$ cat src/rtl/ky032_duty_scheduler.sv
// KY-032 obstacle sensor duty-cycle scheduler.
// Cycles the sensor EN pin through cool-down (OFF), settle and sample windows,
// debounces the sampled output into a detect level and counts new obstacles.
// Optional build macro: KY032_THERMAL_GUARD_EN adds force_on/thermal_trip and a
// continuous on-time limit of MAX_ON_CYCLES.
module ky032_duty_scheduler #(
   parameter int unsigned OFF_CYCLES    = 1000,
   parameter int unsigned SETTLE_CYCLES = 200,
   parameter int unsigned ON_CYCLES     = 2000,
   parameter int unsigned DEBOUNCE      = 4,
`ifdef KY032_THERMAL_GUARD_EN
   parameter int unsigned MAX_ON_CYCLES = 100000,
`endif
   parameter int unsigned CNT_W         = 6
) (
   input  logic             clk,
   input  logic             rst,
   input  logic             run,
   input  logic             sensor_out,
   input  logic             count_clr,
`ifdef KY032_THERMAL_GUARD_EN
   input  logic             force_on,
   output logic             thermal_trip,
`endif
   output logic             sensor_en,
   output logic             active,
   output logic             detect,
   output logic             detect_pulse,
   output logic [CNT_W-1:0] count
);

   localparam int unsigned TMR_MAX0 = (OFF_CYCLES > SETTLE_CYCLES) ? OFF_CYCLES : SETTLE_CYCLES;
   localparam int unsigned TMR_MAX  = (TMR_MAX0 > ON_CYCLES) ? TMR_MAX0 : ON_CYCLES;
   localparam int unsigned TMR_W    = (TMR_MAX > 1) ? $clog2(TMR_MAX) : 1;
   localparam int unsigned DB_W     = $clog2(DEBOUNCE + 1);

   typedef enum logic [1:0] {
      ST_OFF    = 2'd0,
      ST_SETTLE = 2'd1,
      ST_SAMPLE = 2'd2
   } state_t;

   state_t             state_q;
   logic [TMR_W-1:0]   timer_q;
   logic               sensor_en_q;
   logic               active_q;
   logic               sync1_q;
   logic               sync2_q;
   logic [DB_W-1:0]    db_cnt_q,  db_cnt_d;
   logic               detect_q,  detect_d;
   logic               pulse_q,   pulse_d;
   logic [CNT_W-1:0]   count_q,   count_d;

   logic               obs;
   logic               force_eff;
   logic               on_limit;
   logic               off_done;
   logic               settle_done;
   logic               on_last;
   logic               leave_sample;

   // Pin level after synchronisation, active-high obstacle
   assign obs = ~sync2_q;

`ifdef KY032_THERMAL_GUARD_EN
   localparam int unsigned ON_W = (MAX_ON_CYCLES > 1) ? $clog2(MAX_ON_CYCLES) : 1;

   logic [ON_W-1:0] on_cnt_q;
   logic            trip_q;
   logic            force_lock_q;

   assign force_eff = force_on & ~force_lock_q;
   assign on_limit  = (state_q != ST_OFF) && (on_cnt_q == ON_W'(MAX_ON_CYCLES - 1));

   // On-time counter, trip pulse and post-trip force lockout
   always_ff @(posedge clk) begin
      if (rst) begin
         on_cnt_q     <= '0;
         trip_q       <= 1'b0;
         force_lock_q <= 1'b0;
      end else begin
         if (state_q == ST_OFF) on_cnt_q <= '0;
         else                   on_cnt_q <= on_cnt_q + ON_W'(1);
         trip_q <= run & on_limit;
         if (run && on_limit) force_lock_q <= 1'b1;
         else if (!force_on)  force_lock_q <= 1'b0;
      end
   end

   assign thermal_trip = trip_q;
`else
   assign force_eff = 1'b0;
   assign on_limit  = 1'b0;
`endif

   // Window-end decodes shared by the FSM and the debouncer
   always_comb begin
      off_done     = (timer_q == TMR_W'(OFF_CYCLES - 1));
      settle_done  = (timer_q == TMR_W'(SETTLE_CYCLES - 1));
      on_last      = (timer_q == TMR_W'(ON_CYCLES - 1));
      leave_sample = (state_q == ST_SAMPLE) && (!run || (on_last && !force_eff) || on_limit);
   end

   // Power sequencing FSM with registered EN/active outputs
   always_ff @(posedge clk) begin
      if (rst) begin
         state_q     <= ST_OFF;
         timer_q     <= '0;
         sensor_en_q <= 1'b0;
         active_q    <= 1'b0;
      end else begin
         case (state_q)
            ST_OFF: begin
               if (off_done) begin
                  if (run) begin
                     state_q     <= ST_SETTLE;
                     timer_q     <= '0;
                     sensor_en_q <= 1'b1;
                  end
               end else begin
                  timer_q <= timer_q + TMR_W'(1);
               end
            end
            ST_SETTLE: begin
               if (!run || on_limit) begin
                  state_q     <= ST_OFF;
                  timer_q     <= '0;
                  sensor_en_q <= 1'b0;
               end else if (settle_done) begin
                  state_q  <= ST_SAMPLE;
                  timer_q  <= '0;
                  active_q <= 1'b1;
               end else begin
                  timer_q <= timer_q + TMR_W'(1);
               end
            end
            ST_SAMPLE: begin
               if (leave_sample) begin
                  state_q     <= ST_OFF;
                  timer_q     <= '0;
                  sensor_en_q <= 1'b0;
                  active_q    <= 1'b0;
               end else if (!on_last) begin
                  timer_q <= timer_q + TMR_W'(1);
               end
            end
            default: begin
               state_q     <= ST_OFF;
               timer_q     <= '0;
               sensor_en_q <= 1'b0;
               active_q    <= 1'b0;
            end
         endcase
      end
   end

   // Two-flop synchroniser, idles at "no obstacle"
   always_ff @(posedge clk) begin
      if (rst) begin
         sync1_q <= 1'b1;
         sync2_q <= 1'b1;
      end else begin
         sync1_q <= sensor_out;
         sync2_q <= sync1_q;
      end
   end

   // Debounce only while sampling; detect is held through OFF/SETTLE
   always_comb begin
      db_cnt_d = '0;
      detect_d = detect_q;
      if (state_q == ST_SAMPLE) begin
         if (obs != detect_q) begin
            if (db_cnt_q == DB_W'(DEBOUNCE - 1)) begin
               detect_d = obs;
               db_cnt_d = '0;
            end else begin
               db_cnt_d = db_cnt_q + DB_W'(1);
            end
         end
         if (leave_sample) db_cnt_d = '0;
      end
      pulse_d = detect_d & ~detect_q;
      count_d = count_q;
      if (count_clr)    count_d = '0;
      else if (pulse_d) count_d = count_q + CNT_W'(1);
   end

   // Detect, pulse and item counter registers
   always_ff @(posedge clk) begin
      if (rst) begin
         db_cnt_q <= '0;
         detect_q <= 1'b0;
         pulse_q  <= 1'b0;
         count_q  <= '0;
      end else begin
         db_cnt_q <= db_cnt_d;
         detect_q <= detect_d;
         pulse_q  <= pulse_d;
         count_q  <= count_d;
      end
   end

   assign sensor_en    = sensor_en_q;
   assign active       = active_q;
   assign detect       = detect_q;
   assign detect_pulse = pulse_q;
   assign count        = count_q;

endmodule

$ cat config.mk
export PLATFORM = sky130hd
export DESIGN_NAME = ky032_duty_scheduler
export DESIGN_NICKNAME = d
export VERILOG_FILES = /design/src/rtl/ky032_duty_scheduler.sv
export SDC_FILE = /design/constraint.sdc
export NUM_CORES = 1
export LEC_CHECK = 0
export CAP_MARGIN = 20
export CORE_MARGIN = 5
export CORE_UTILIZATION = 40
export DETAILED_ROUTE_END_ITERATION = 8
export HOLD_SLACK_MARGIN = 0.05
export PLACE_DENSITY_LB_ADDON = 0.25
export SLEW_MARGIN = 20
export SYNTH_ARGS = -nofsm -noshare
export SYNTH_HDL_FRONTEND = slang
export SYNTH_SLANG_ARGS = --single-unit
$ cat constraint.sdc
create_clock -name clk -period 2.4 [get_ports clk]
set_input_delay 0.24 -clock clk [delete_from_list [all_inputs] [get_ports clk]]
set_output_delay 0.24 -clock clk [all_outputs]
set_load 0.005 [all_outputs]
Word-level counts from Yosys, hierarchy flattened --
Cells that the tools add are included.
Storage, ports and cells: register bits 28, bits of input ports 5, output and inout port bits 10, word-level logic and storage cells 69
Operators by class: add/subtract/negate cells 3, equality and inequality tests 16, multiplexer cells 24, bitwise logic cells 6, reductions and logical operators 10
Operator list (count):
- 2-to-1 mux 11 bit | 6
- one-hot mux 11 bit (3 select lines) | 1
- != test 2 bit (second input constant) | 6
- AND reduction 4 bit | 3
- adder 11 x 1 -> 11 bit (second input constant) | 1
- equality test 11 x 10 -> 1 bit (second input constant) | 1
- equality test 11 bit (second input constant) | 1
- equality test 11 x 8 -> 1 bit (second input constant) | 1
- 2-to-1 mux 2 bit | 5
- 2-to-1 mux 1 bit | 9
- != test 3 bit (second input constant) | 3
- adder 6 x 1 -> 6 bit (second input constant) | 1
- one-hot mux 1 bit (3 select lines) | 2
- one-hot mux 2 bit (3 select lines) | 1
- NOT 1 bit | 5
- OR reduction 5 bit | 1
- adder 3 x 1 -> 3 bit (second input constant) | 1
- equality test 3 x 2 -> 1 bit (second input constant) | 1
- equality test 2 x 1 -> 1 bit (second input constant) | 1
- equality test 2 bit (second input constant) | 1
- logical NOT 2 bit | 1
- AND reduction 2 bit | 1
- OR reduction 2 bit | 1
- AND 1 bit | 1
- other kinds (4) | 4

Depth between registers and ports, before layout --
depth after elaboration 5, mapped depth 6, depth with buffers taken out 6

Worst setup path after synthesis --
No wires, ideal clock.
path type register -> register, start register timer_q[0], end register timer_q[4], library setup time 0.144 ns, arrival time 1.547 ns, slack 0.709 ns, stages on the path, launching flop included 7, buffers on the path 1, period minus slack after synthesis 1.691 ns, path through dfxtp_1 -> ha_1 -> and3_1 -> clkbuf_1 -> a31oi_2 -> nor4_4 -> a211oi_1
On the way: longest elaborated chain between the ends 5, elaborated cells between the ends (all ways) 15
Ends and longest elaborated chain:
- start, declared | line 44 | logic [TMR_W-1:0] timer_q;
- start signal, assigned | line 121 | timer_q <= timer_q + TMR_W'(1);
- start signal, assigned | line 134 | timer_q <= timer_q + TMR_W'(1);
- start signal, assigned | line 144 | timer_q <= timer_q + TMR_W'(1);
- parallel branches: the longest is 5 deep, another holds adder 11 x 1 -> 11 bit
Parallel ways; which one is timed is not known. The select of a mux whose other input is x is not followed. A chain may end at the register's enable or synchronous reset.

Final worst setup path --
start register timer_q[1], end register timer_q[4]
Same word-level chain as after synthesis.

==> impl_metrics.tcl <==
set metrics [dict create \
    syn_nets 165 \
    cts_made_buffers 3 \
    avgViaCountPerCell 5.37 \
    synth_edf_count 0 \
    grt_remaining_overflow 0 \
    die_h_um 69.0 \
    grt_max_degree 17 \
    skew_ns 0.00162 \
    synth.distinct_cells 38 \
    cts_num_sinks 28 \
    layout.nets 178 \
    drt-initial-drc-count 38 \
    power.switching_uw 162 \
    p_total_uw 819 \
    cp-start-kind "register" \
    maxCapViolations 0 \
    ioPinCount 15 \
    grt_usage_pct 11.6 \
    die_w_um 69.0 \
    worstPathRequired_ns 2.66 \
    combPwrFrac_pct 4.2 \
    fillers 327 \
    totalNegativeSetupSlack_ns 0 \
    grt_pass1_wl_um 4640 \
    max-vdd-ir-drop_mv 0.256 \
    setup_violations 0 \
    route.detailed.drc 0 \
    maxSlewViolCount 0 \
    outcome "complete, no violations" \
    row_count 21 \
    dpl.hpwl_um 2020 \
    gp_congestion 0.840 \
    cts_hold_buffers 0 \
    syn_area_per_cell_um2 8.93 \
    drtAntennaViolNets 0 \
    totalWireLength_um 2680 \
    first_pass_iters 4 \
    path_class "register to register" \
    layout-drive-gt1-share_pct 10.7 \
    clockPowerShare_pct 37.6 \
    fmax_mhz 501 \
    synth-main-ff-cell "dfxtp_1" \
    antenna_found_initial 0 \
    end_kind "register" \
    cts_tree "yes" \
    finalCriticalPeriod_ns 1.99 \
    p_int_uw 657 \
    regArea_um2 561 \
    routedWlPerCell_um 12.5 \
    htree_levels 1 \
    cts_resized 0 \
    seq_power_share_pct 58.3 \
    hold_viol 0 \
    synth-seq-area-share_pct 40.3 \
    synth_cells 156 \
    start_util_pct 41.4 \
    n_antenna_cell 0 \
    total_leakage_power_uw 0.000545 \
    finalCritPeriodShare_pct 83.1 \
    p_per_area_nw_per_um2 503 \
    arrival_ns 2.25 \
    design.core.area_um2 3360 \
    cts_setup_buffers 0 \
    ys_warn_count 0 \
    port_buffers 14 \
    grt_setup_unrepaired "no" \
    multi_input_area_um2 776 \
    async_reset_ff_share_pct 0 \
    netlist_area_um2 1390 \
    clk_latency_ns 0.33 \
    final_util_pct 48.4 \
    slew_headroom_pct 64.8 \
    die_area_um2 4760 \
    worst_pin_slew_ns 0.523 \
    area_delta_synth_final_pct 16.9 \
    swShare_pct 19.8 \
    dr_total_vias 1150 \
    path_clk_slew_ns 0.14 \
    path_max_fanout 8 \
    clockBufferDepth 2 \
    first_global_vias 1055 \
    synth-seq-cells 28 \
    hold_path_class "register to register" \
    cts_root_buffer "clkbuf_4" \
]
==> cell families (layout without fill, tap and decap cells) <==
logic type / after synthesis / after routing / share of synthesized area (%)
compound gates: 24 / 24 / 12.4
xor+xnor: 13 / 13 / 8.18
fa+ha+maj: 4 / 4 / 3.59
buf+inv: 14 / 26 / 4.04
flops: 28 / 28 / 40.3
mux: 1 / 1 / 0.719
simple gates: 72 / 72 / 30.8
==> power groups by stage <==
| stage | clock, µW | sequential, µW | combinational, µW |
|---|---|---|---|
| 5_1_grt | 332 | 478 | 39.4 |
| 3_5_place_dp | 0 | 487 | 34.6 |
| 4_1_cts | 317 | 477 | 34.8 |
| 2_1_floorplan | 0 | 485 | 21.5 |
| 6_report | 308 | 477 | 34.3 |
| 3_3_place_gp | 0 | 487 | 33.5 |
==> worst max-delay path, cell delays in order, from the launching register on <==
cell       delay (ns)
dfxtp_1          0.43
ha_1             0.26
nand4bb_2        0.22
nor4_2           0.45
nand3_2          0.26
a211oi_1         0.30
==> metal layers <==
metal  up-vias  GRT usage, %  wire (µm)
li1        580             -          -
met1       540          13.5       1180
met2        25          20.2       1330
met3         5          2.62        126
met4         0          5.21         49
met5         -             0          0
==> worst paths after layout <==
kind	slack, ns	endpoint	cells past startpoint	start
max reg2reg	0.41	timer_q[4]	5	timer_q[1]
min reg2reg	0.43	db_cnt_q[0]	1	db_cnt_q[0]
max	0.41	timer_q[4]	5	timer_q[1]
min	0.43	db_cnt_q[0]	1	db_cnt_q[0]
==> layout make-up <==
type                            count  area share, %
Tap cell                           46           3.54
Inverter                            5           1.15
Sequential cell                    28           34.4
Multi-Input combinational cell    114           47.7
Clock buffer                        3           1.38
Clock inverter                      1           1.84
Timing Repair Buffer               17           9.99
==> placed cells by master (no fill, tap or decap), drive strengths merged, types with 6 or more instances in the layout <==
master         synthesis  routed
or2                    6       6
dfxtp                 28      28
clkdlybuf4s50          0      14
nor3                   9       9
nor2                  20      20
nand2                  8       8
a21oi                  6       6
a211oi                 8       8
xnor2                  8       8
==> flip-flops by register name (all words and copies together), names as in the netlist <==
signal	cells
sync2_q	1
count	6
active	1
sensor_en	1
state_q	2
timer_q	11
db_cnt_q	3
sync1_q	1
detect_pulse	1
detect	1
==> cell usage after synthesis, types with 3 or more instances <==
cell type	instances	area (µm²)
a211oi_1	7	52.6
a21oi_1	6	30.0
a31oi_1	4	25.0
and3_1	5	31.3
buf_1	3	11.3
buf_2	3	15.0
clkbuf_1	3	11.3
dfxtp_1	28	561
ha_1	4	50.1
inv_1	5	18.8
nand2_1	8	30.0
nand3_1	4	20.0
nand3b_1	3	22.5
nand4_1	4	25.0
nor2_1	20	75.1
nor3_1	9	45.0
or2_1	3	18.8
or2_2	3	18.8
xnor2_1	8	70.1
xor2_1	5	43.8
==> metrics by stage <==
step / instances / hold WS [ns] / worst slack [ns] / area, µm²
after floorplan: 156 / 0.344 / 0.709 / 1390
after global placement: 210 / 0.402 / 0.418 / 1580
after detailed placement: 210 / 0.404 / 0.355 / 1580
after CTS: 214 / 0.438 / 0.425 / 1630
after global routing: 214 / 0.464 / 0.294 / 1630
final: 214 / 0.431 / 0.406 / 1630
No activity file was read; power rests on OpenSTA's default activity.
